$ cat src/rtl/wordline_pkg.sv
// Shared types and helpers for the word-line decoder.
package wordline_pkg;

  localparam int ADDR_W_DEF = 8;
  // Widest index the decode helper supports; callers cast the result down to their own width.
  localparam int MAX_ADDR_W = 10;
  localparam int MAX_OUT_W  = 1 << MAX_ADDR_W;

  typedef enum logic [1:0] {
    WAIT  = 2'd0,
    SWEEP = 2'd1,
    RUN   = 2'd2
  } state_e;

  function automatic logic [MAX_OUT_W-1:0] onehot(input logic [MAX_ADDR_W-1:0] addr);
    logic [MAX_OUT_W-1:0] v;
    v       = '0;
    v[addr] = 1'b1;
    return v;
  endfunction

endpackage

$ cat src/rtl/wordline_skid.sv
// Two-entry valid/ready FIFO used as a skid buffer in front of the decode.
module wordline_skid
  import wordline_pkg::*;
#(
  parameter int W = ADDR_W_DEF
) (
  input  logic         clk,
  input  logic         rst,
  input  logic         push_valid_i,
  output logic         push_ready_o,
  input  logic [W-1:0] push_data_i,
  output logic         pop_valid_o,
  input  logic         pop_ready_i,
  output logic [W-1:0] pop_data_o
);

  logic [1:0][W-1:0] mem_q, mem_d;
  logic              wr_ptr_q, wr_ptr_d;
  logic              rd_ptr_q, rd_ptr_d;
  logic [1:0]        occ_q, occ_d;
  logic              push, pop;

  // Ready depends only on registered occupancy, so a full buffer stays closed even while popping.
  assign push_ready_o = (occ_q != 2'd2);
  assign pop_valid_o  = (occ_q != 2'd0);
  assign pop_data_o   = mem_q[rd_ptr_q];
  assign push         = push_valid_i && push_ready_o;
  assign pop          = pop_valid_o && pop_ready_i;

  always_comb begin
    mem_d    = mem_q;
    wr_ptr_d = wr_ptr_q;
    rd_ptr_d = rd_ptr_q;
    if (push) begin
      mem_d[wr_ptr_q] = push_data_i;
      wr_ptr_d        = ~wr_ptr_q;
    end
    if (pop) rd_ptr_d = ~rd_ptr_q;
    occ_d = occ_q + 2'(push) - 2'(pop);
  end

  always_ff @(posedge clk or posedge rst) begin
    if (rst) begin
      mem_q    <= '0;
      wr_ptr_q <= 1'b0;
      rd_ptr_q <= 1'b0;
      occ_q    <= 2'd0;
    end else begin
      mem_q    <= mem_d;
      wr_ptr_q <= wr_ptr_d;
      rd_ptr_q <= rd_ptr_d;
      occ_q    <= occ_d;
    end
  end

endmodule

$ cat src/rtl/wordline_decoder.sv
// Pipelined ADDR_W -> 2**ADDR_W one-hot word-line decoder with skid buffer.
// WORDLINE_INIT_SWEEP_EN adds a post-reset sweep that walks every word line once.
module wordline_decoder
  import wordline_pkg::*;
#(
  parameter int ADDR_W = ADDR_W_DEF
) (
  input  logic                 clk,
  input  logic                 rst,
  input  logic                 in_valid_i,
  output logic                 in_ready_o,
  input  logic [ADDR_W-1:0]    in_addr_i,
  output logic                 out_valid_o,
  input  logic                 out_ready_i,
  output logic [2**ADDR_W-1:0] out_onehot_o,
  output logic [ADDR_W-1:0]    out_addr_o,
  output logic                 out_init_o,
  output logic                 init_done_o
);

  localparam int OUT_W = 2**ADDR_W;

  state_e            state_q, state_d;
  logic              run;
  logic              skid_in_valid, skid_in_ready;
  logic              skid_out_valid, skid_out_ready;
  logic [ADDR_W-1:0] skid_out_addr;

  assign run            = (state_q == RUN);
  assign skid_in_valid  = in_valid_i && run;
  assign skid_out_ready = out_ready_i && run;

  wordline_skid #(.W(ADDR_W)) u_skid (
    .clk          (clk),
    .rst          (rst),
    .push_valid_i (skid_in_valid),
    .push_ready_o (skid_in_ready),
    .push_data_i  (in_addr_i),
    .pop_valid_o  (skid_out_valid),
    .pop_ready_i  (skid_out_ready),
    .pop_data_o   (skid_out_addr)
  );

`ifdef WORDLINE_INIT_SWEEP_EN
  logic [ADDR_W-1:0] cnt_q, cnt_d;
  logic              sweep_hs;

  assign sweep_hs = (state_q == SWEEP) && out_ready_i;

  // Wraps to zero on the final handshake, leaving cnt cleared for RUN.
  always_comb begin
    cnt_d = cnt_q;
    if (sweep_hs) cnt_d = cnt_q + ADDR_W'(1);
  end

  always_ff @(posedge clk or posedge rst) begin
    if (rst) cnt_q <= '0;
    else     cnt_q <= cnt_d;
  end
`endif

  always_ff @(posedge clk or posedge rst) begin
    if (rst) state_q <= WAIT;
    else     state_q <= state_d;
  end

  always_comb begin
    state_d = state_q;
    case (state_q)
      WAIT: begin
`ifdef WORDLINE_INIT_SWEEP_EN
        state_d = SWEEP;
`else
        state_d = RUN;
`endif
      end
`ifdef WORDLINE_INIT_SWEEP_EN
      SWEEP: if (sweep_hs && (&cnt_q)) state_d = RUN;
`endif
      default: ;
    endcase
  end

  always_comb begin
    out_valid_o = 1'b0;
    out_addr_o  = '0;
    out_init_o  = 1'b0;
    in_ready_o  = 1'b0;
    init_done_o = 1'b0;
    case (state_q)
`ifdef WORDLINE_INIT_SWEEP_EN
      SWEEP: begin
        out_valid_o = 1'b1;
        out_addr_o  = cnt_q;
        out_init_o  = 1'b1;
      end
`endif
      RUN: begin
        out_valid_o = skid_out_valid;
        out_addr_o  = skid_out_valid ? skid_out_addr : '0;
        in_ready_o  = skid_in_ready;
        init_done_o = 1'b1;
      end
      default: ;
    endcase
    out_onehot_o = out_valid_o ? OUT_W'(onehot(MAX_ADDR_W'(out_addr_o))) : '0;
  end

endmodule

$ cat config.mk
export PLATFORM = sky130hd
export DESIGN_NAME = wordline_decoder
export DESIGN_NICKNAME = d
export VERILOG_FILES = /design/src/rtl/wordline_pkg.sv /design/src/rtl/wordline_skid.sv /design/src/rtl/wordline_decoder.sv
export SDC_FILE = /design/constraint.sdc
export NUM_CORES = 1
export LEC_CHECK = 0
export BUFFER_PORTS_ARGS = -buffer_cell sky130_fd_sc_hd__buf_2
export CORE_MARGIN = 1.5
export CORE_UTILIZATION = 30
export DETAILED_ROUTE_END_ITERATION = 6
export GPL_ROUTABILITY_DRIVEN = 0
export PLACE_DENSITY_LB_ADDON = 0.12
export SYNTH_ARGS = -nofsm -noshare
export SYNTH_HDL_FRONTEND = slang
export SYNTH_HIERARCHICAL = 1
export SYNTH_SLANG_ARGS = --single-unit
export TNS_END_PERCENT = 5
$ cat constraint.sdc
create_clock -name clk -period 3 [get_ports clk]
set_clock_uncertainty 0.15 [all_clocks]
set_input_delay 0.45 -clock clk [delete_from_list [all_inputs] [get_ports clk]]
set_output_delay 0.45 -clock clk [all_outputs]
set_load 0.02 [all_outputs]
==> results of run 1 <==
[sequential cells by signal, indices dropped and copies added (netlist names)]
name	cells
u_skid/mem_q	16
u_skid/occ_q	2
state_q	1
u_skid/rd_ptr_q	1
u_skid/wr_ptr_q	1
[routing by layer]
layer / vias to the layer above / global-route usage (%)
li1: 2307 / -
met4: 0 / 5.10
met3: 32 / 2.61
met1: 2463 / 33.6
met2: 319 / 42.3
met5: - / 0
[final cells by class]
class | count | share of cell area (%)
well taps | 140 | 3.56
repair buffers | 312 | 35.3
inverters | 2 | 0.153
clock buffers | 4 | 1.60
flip-flops and latches | 21 | 10.7
multi-input cells | 330 | 48.7
[timing repair]
item | in CTS | in global routing
hold endpoints to repair | 1 | 0
buffers inserted | 0 | 0
endpoints found under the setup margin | 9 | 30
resized for setup | 1 | 8
hold buffers | 1 | 0
[kinds of logic (layout without fill, tap and decap cells)]
kind of cell / Yosys count / after routing / share of synthesized area, %
AO/OA/AOI/OAI: 23 / 23 / 6.60
XOR/XNOR: 3 / 3 / 0.774
adder cells (fa/ha/maj): 1 / 1 / 0.369
buffers and inverters: 117 / 318 / 15.6
flip-flops: 21 / 21 / 15.5
multiplexers: 24 / 24 / 7.96
other: 2 / 2 / 0.221
AND/OR/NAND/NOR: 277 / 277 / 52.9
[per-stage QoR]
step	setup slack (ps)	util (%)	area, um2
6_report	81.4	45.0	4920
2_1_floorplan	198	-	3390
4_1_cts	27.7	44.7	4890
5_1_grt	-13.0	45.0	4920
3_3_place_gp	247	43.9	4800
3_5_place_dp	203	43.9	4800
[worst register-to-register path, delay by kind of cell, from the launching register on]
kind | cells | cell delay [ps]
adder cells (fa/ha/maj) | 1 | 190
XOR/XNOR | 1 | 120
AO/OA/AOI/OAI | 1 | 220
buffers and inverters | 1 | 230
AND/OR/NAND/NOR | 3 | 510
flip-flops | 1 | 510
[cell usage after synthesis]
master	count
a21bo_2	1
xnor2_1	3
o21ai_0	1
or4_1	1
a211oi_2	10
nor4_1	237
buf_6	2
nand4_2	1
buf_1	25
nand3_1	1
a211oi_1	10
dfrtp_1	21
clkbuf_1	33
nand2_1	4
nand2b_4	1
a32oi_1	1
nand3_4	1
and3_1	8
conb_1	2
buf_2	52
or2_2	3
or4_4	1
nor2b_1	1
and2_1	4
nand4b_1	4
nor2_1	2
nand4_4	1
inv_1	2
nand3b_4	1
nand2b_1	4
mux2_2	24
ha_1	1
buf_4	3
nand4bb_1	2
[worst paths after layout]
path	from	endpoint	cells past startpoint
worst max-delay path	u_skid/rd_ptr_q	out_onehot_o[118]	5
worst min-delay path	in_addr_i[7]	u_skid/mem_q[7]	2
worst max register to register	state_q[1]	u_skid/occ_q[1]	7
worst min register to register	u_skid/mem_q[4]	u_skid/mem_q[4]	1
max in group asynchronous	rst	u_skid/rd_ptr_q	3
min in group asynchronous	rst	state_q[1]	3
[power groups by stage]
stage / logic, uW / clock network, uW / registers, uW
after global routing: 4210 / 292 / 561
after global placement: 3810 / 0 / 542
after floorplan: 2840 / 0 / 489
after detailed placement: 3880 / 0 / 539
final: 3990 / 274 / 538
after CTS: 3880 / 281 / 538
==> run metrics, run 1 <==
Skew-Pair Late Insertion Delay approximately 250 ps; post-synth top area share 43.7%; Synth Area per Inst 7.25 um2; sw frac between 60% and 70%; WL/cell approximately 21 um; M1 wire length just under 7000 um; P_int 1620 uW; Final nets 683; FF-to-FF setup slack 950 ps; TritonCTS Sinks 21; chip width between 100 and 150 um; Comb power frac 83.1%; Hold Vio Cnt, Final 0; # IOs 280; Arrival @ worst endpoint 2320 ps; post-route minimum period 2920 ps; core box area between 10000 and 15000 um2; DIE AREA approximately 12000 um2; synthesized area 3390 um2; setup violators final 0; sequential share of the synthesized area ~15%; Die Y 109 um; area leader, netlist nor4_1; CTS tree yes; Worst Setup End Kind output pin; final WL 16700 um; Vias/cell 6.33; multi-input logic area 2400 um2; layout cells sized above 1 55.6%; Power Density 975 nW/um2; n_diodes 0; crit path max fanout between 50 and 60; commonest non-fill, non-tap cell in the layout buf_2; Area growth, synth to finish 45.0%; Tcrit/Tclk final 97.3%; P_leak 0.00231 uW; Worst path max stage delay 480 ps; initial DRC count 818; Post-Place Cells 804; Reg clk slew, reported paths 60 ps; FF/Latch Area 527 um2; status complete, no violations; grt ovf 0; crit path cell chain mux2_2, or2_2, buf_12, nor4_1, buf_2; number of synthesized register bits 21; Worst path slowest cell dfrtp_2; Routed met2 length 8260 um; Slew Limit Fails 0; Cell Count, Final, Fillers Out 809; total of max-cap violations 0; Top Family by Delay on Critical Path simple AND/OR/NAND/NOR gates; Netlist cell types 34; worst ir drop on vdd 0.835 mV; yosys warns 6; synthesized instance count between 400 and 500; DR pass1 iterations 5; Fin Setup TNS 0 ps; DRC 0; largest cells by area after synthesis nor4_1, dfrtp_1, mux2_2, buf_2, a211oi_2; root buf cell clkbuf_16; H-tree depth 1; Final Power 4800 uW; P_sw 3180 uW; Clock Path Buffers 2; Top Metal Used met4; met3 routed WL 1320 um; Peak Freq 343 MHz; Clock power frac 5.7%; RSZ-0062 raised after global routing true; Hold WS 298 ps; fill count 1163; initial antenna violation count 0; Hold WC Path Type primary input to register; Placement Rows 38; maximum number of pins on one net before global-route repair 57; first-pass GRT wire length 23700 um; DR vias 5121; Initial Util a little over 30%; Slew headroom between 40% and 50%; Buf/Inv on CP 2; Overall Global Routing Usage 24.7%; Slew @ Worst Pin 761 ps; most frequent cells in the layout buf_2, nor4_1, buf_4, mux2_2, dfrtp_1; Routed Antenna Nets 0; Final HPWL DP 11000 um; vias in the first global route 4163; critical path type register to output pin; syn_nets 481; Startpoint Class register; CP Data Required Time about 2400 ps; CTS buffer count 3; Seq pwr share about 11%; port bufs 278
Note: power is estimated with default switching activity, not from simulation.
==> inputs of run 2 (changes only) <==
- BUFFER_PORTS_ARGS: -buffer_cell sky130_fd_sc_hd__buf_2 -> unset
- DONT_BUFFER_PORTS: unset -> 1
==> run 2 against run 1 <==
Against the previous run:
- non-clock buffer count down 24
- sequential power about the same
- total power down 0.41%
- register-to-register slack better by 70 ps
- fmax down 0.59%
- via count down 1.6%
- cell area up 10%
- flip-flop and latch count unchanged
- core utilization up 4.6 points
- largest cell class unchanged
- highest routed layer unchanged
==> run metrics, run 2 (synthesis results as in run 1) <==
Crit Reg-Reg Startpoint state_q[1]; DIE AREA 12000 um2; final WL roughly 18000 um; Hold WS 69.0 ps; Final WS setup 64.0 ps; commonest non-fill, non-tap cell in the layout buf_4; Tcrit/Tclk final 97.9%; Most flops, register u_skid/mem_q; total of max-cap violations 0; grt ovf 0; multi-input logic area 2400 um2; Final HPWL DP 11200 um; Slew Limit Fails 0; FF-to-FF setup slack ~1000 ps; CTS tree yes; Hold Vio Cnt, Final 0; Fin Setup TNS 0 ps; top flop regs u_skid/mem_q (16), u_skid/occ_q (2); Slew headroom 49.5%; Routed Antenna Nets 0; H-tree depth 1; chip width 109 um; most frequent cells in the layout buf_4, nor4_1, mux2_2; CTS buffer count 3; CP Data Required Time about 2400 ps; # IOs 280; status complete, no violations; Area growth, synth to finish 59.8%; core box area roughly 11000 um2; Arrival @ worst endpoint 2340 ps; setup violators final 0; Die Y 109 um; R2R Path End u_skid/occ_q[1]; FF/Latch Area approximately 530 um2; DR vias 5039; Skew-Pair Late Insertion Delay 250 ps; worst ir drop on vdd 0.839 mV; crit path max fanout 53; TritonCTS Sinks 21; critical path type register to output pin; root buf cell clkbuf_16; WL/cell 22.4 um; Slew @ Worst Pin 757 ps; Startpoint Class register; vias in the first global route 4017; Clock Path Buffers 2; initial DRC count 700; Placement Rows 38; RSZ-0062 raised after global routing true; DR pass1 iterations 5; Hold WC Path Type primary input to async pin; reg2reg path depth 7; post-route minimum period about 3000 ps; n_diodes 0; Initial Util 31.0%; Post-Place Cells 780; Reg clk slew, reported paths 50 ps; fill count 1080; max reg flops 16; utilization after layout 49.6%; Cell Count, Final, Fillers Out between 700 and 800; maximum number of pins on one net before global-route repair 65; layout cells sized above 1 ~54%; Final nets 659; Power Density 881 nW/um2; DP Worst Slack 159 ps; Vias/cell 6.42; P_leak 0.00216 uW; DRC 0; first-pass GRT wire length around 25000 um; Overall Global Routing Usage 25.8%; Worst Setup End Kind output pin; Peak Freq 341 MHz; port bufs 0; initial antenna violation count 0
run 2: changes by cell type in the layout (fill, tap and decap cells not counted), sizes merged:
cell    before  now
clkinv       0    1
clkbuf       4    3
buf        311  287
run 2: layout make-up:
class	instances	area share, %
multi-input cells	330	44.4
repair buffers	288	41.1
flip-flops and latches	21	9.72
well taps	140	3.23
clock buffers	3	1.38
inverters	2	0.138
clock inverters	1	0.0923
run 2: report_power, final:
part	internal [uW]	switching (uW)	total [uW]
Sequential	425	116	541
Clock	179	97.6	276
Combinational	943	3020	3960
run 2: worst max-delay path by stage:
stage	startpoint	to	slack, ps
global placement	u_skid/rd_ptr_q	out_onehot_o[9]	210
global route	u_skid/rd_ptr_q	out_onehot_o[201]	-10
floorplan	u_skid/rd_ptr_q	out_onehot_o[100]	200
CTS	u_skid/rd_ptr_q	out_onehot_o[44]	80
finish	u_skid/rd_ptr_q	out_onehot_o[82]	60
detailed placement	u_skid/rd_ptr_q	out_onehot_o[14]	160
run 2: per-layer routing:
layer	vias up	global-route usage (%)	part of all wire, %
met5	-	0	0
met4	0	7.42	2.8
met3	43	4.39	8.9
met2	302	43.1	49
met1	2442	34.1	39
li1	2252	-	-
run 2: timing repair:
item | 4_1_cts | 5_1_grt
setup endpoints to repair | 10 | 8
gates resized for setup | 2 | 5
buffers inserted | 0 | 0
cloned | 0 | 0
hold buffers | 1 | 0
endpoints found under the hold margin | 1 | 0
run 2: critical path, stage by stage, from the launching register on:
cell and delay, ps:
dfrtp_2 480, mux2_2 450, or2_2 340, buf_12 190
nor4_1 380, buf_4 210
run 2: metrics by stage:
step	power (uW)	area [um2]
3_3_place_gp	4300	5300
5_1_grt	5000	5420
3_5_place_dp	4400	5300
2_1_floorplan	3320	3390
4_1_cts	4690	5390
6_report	4780	5420
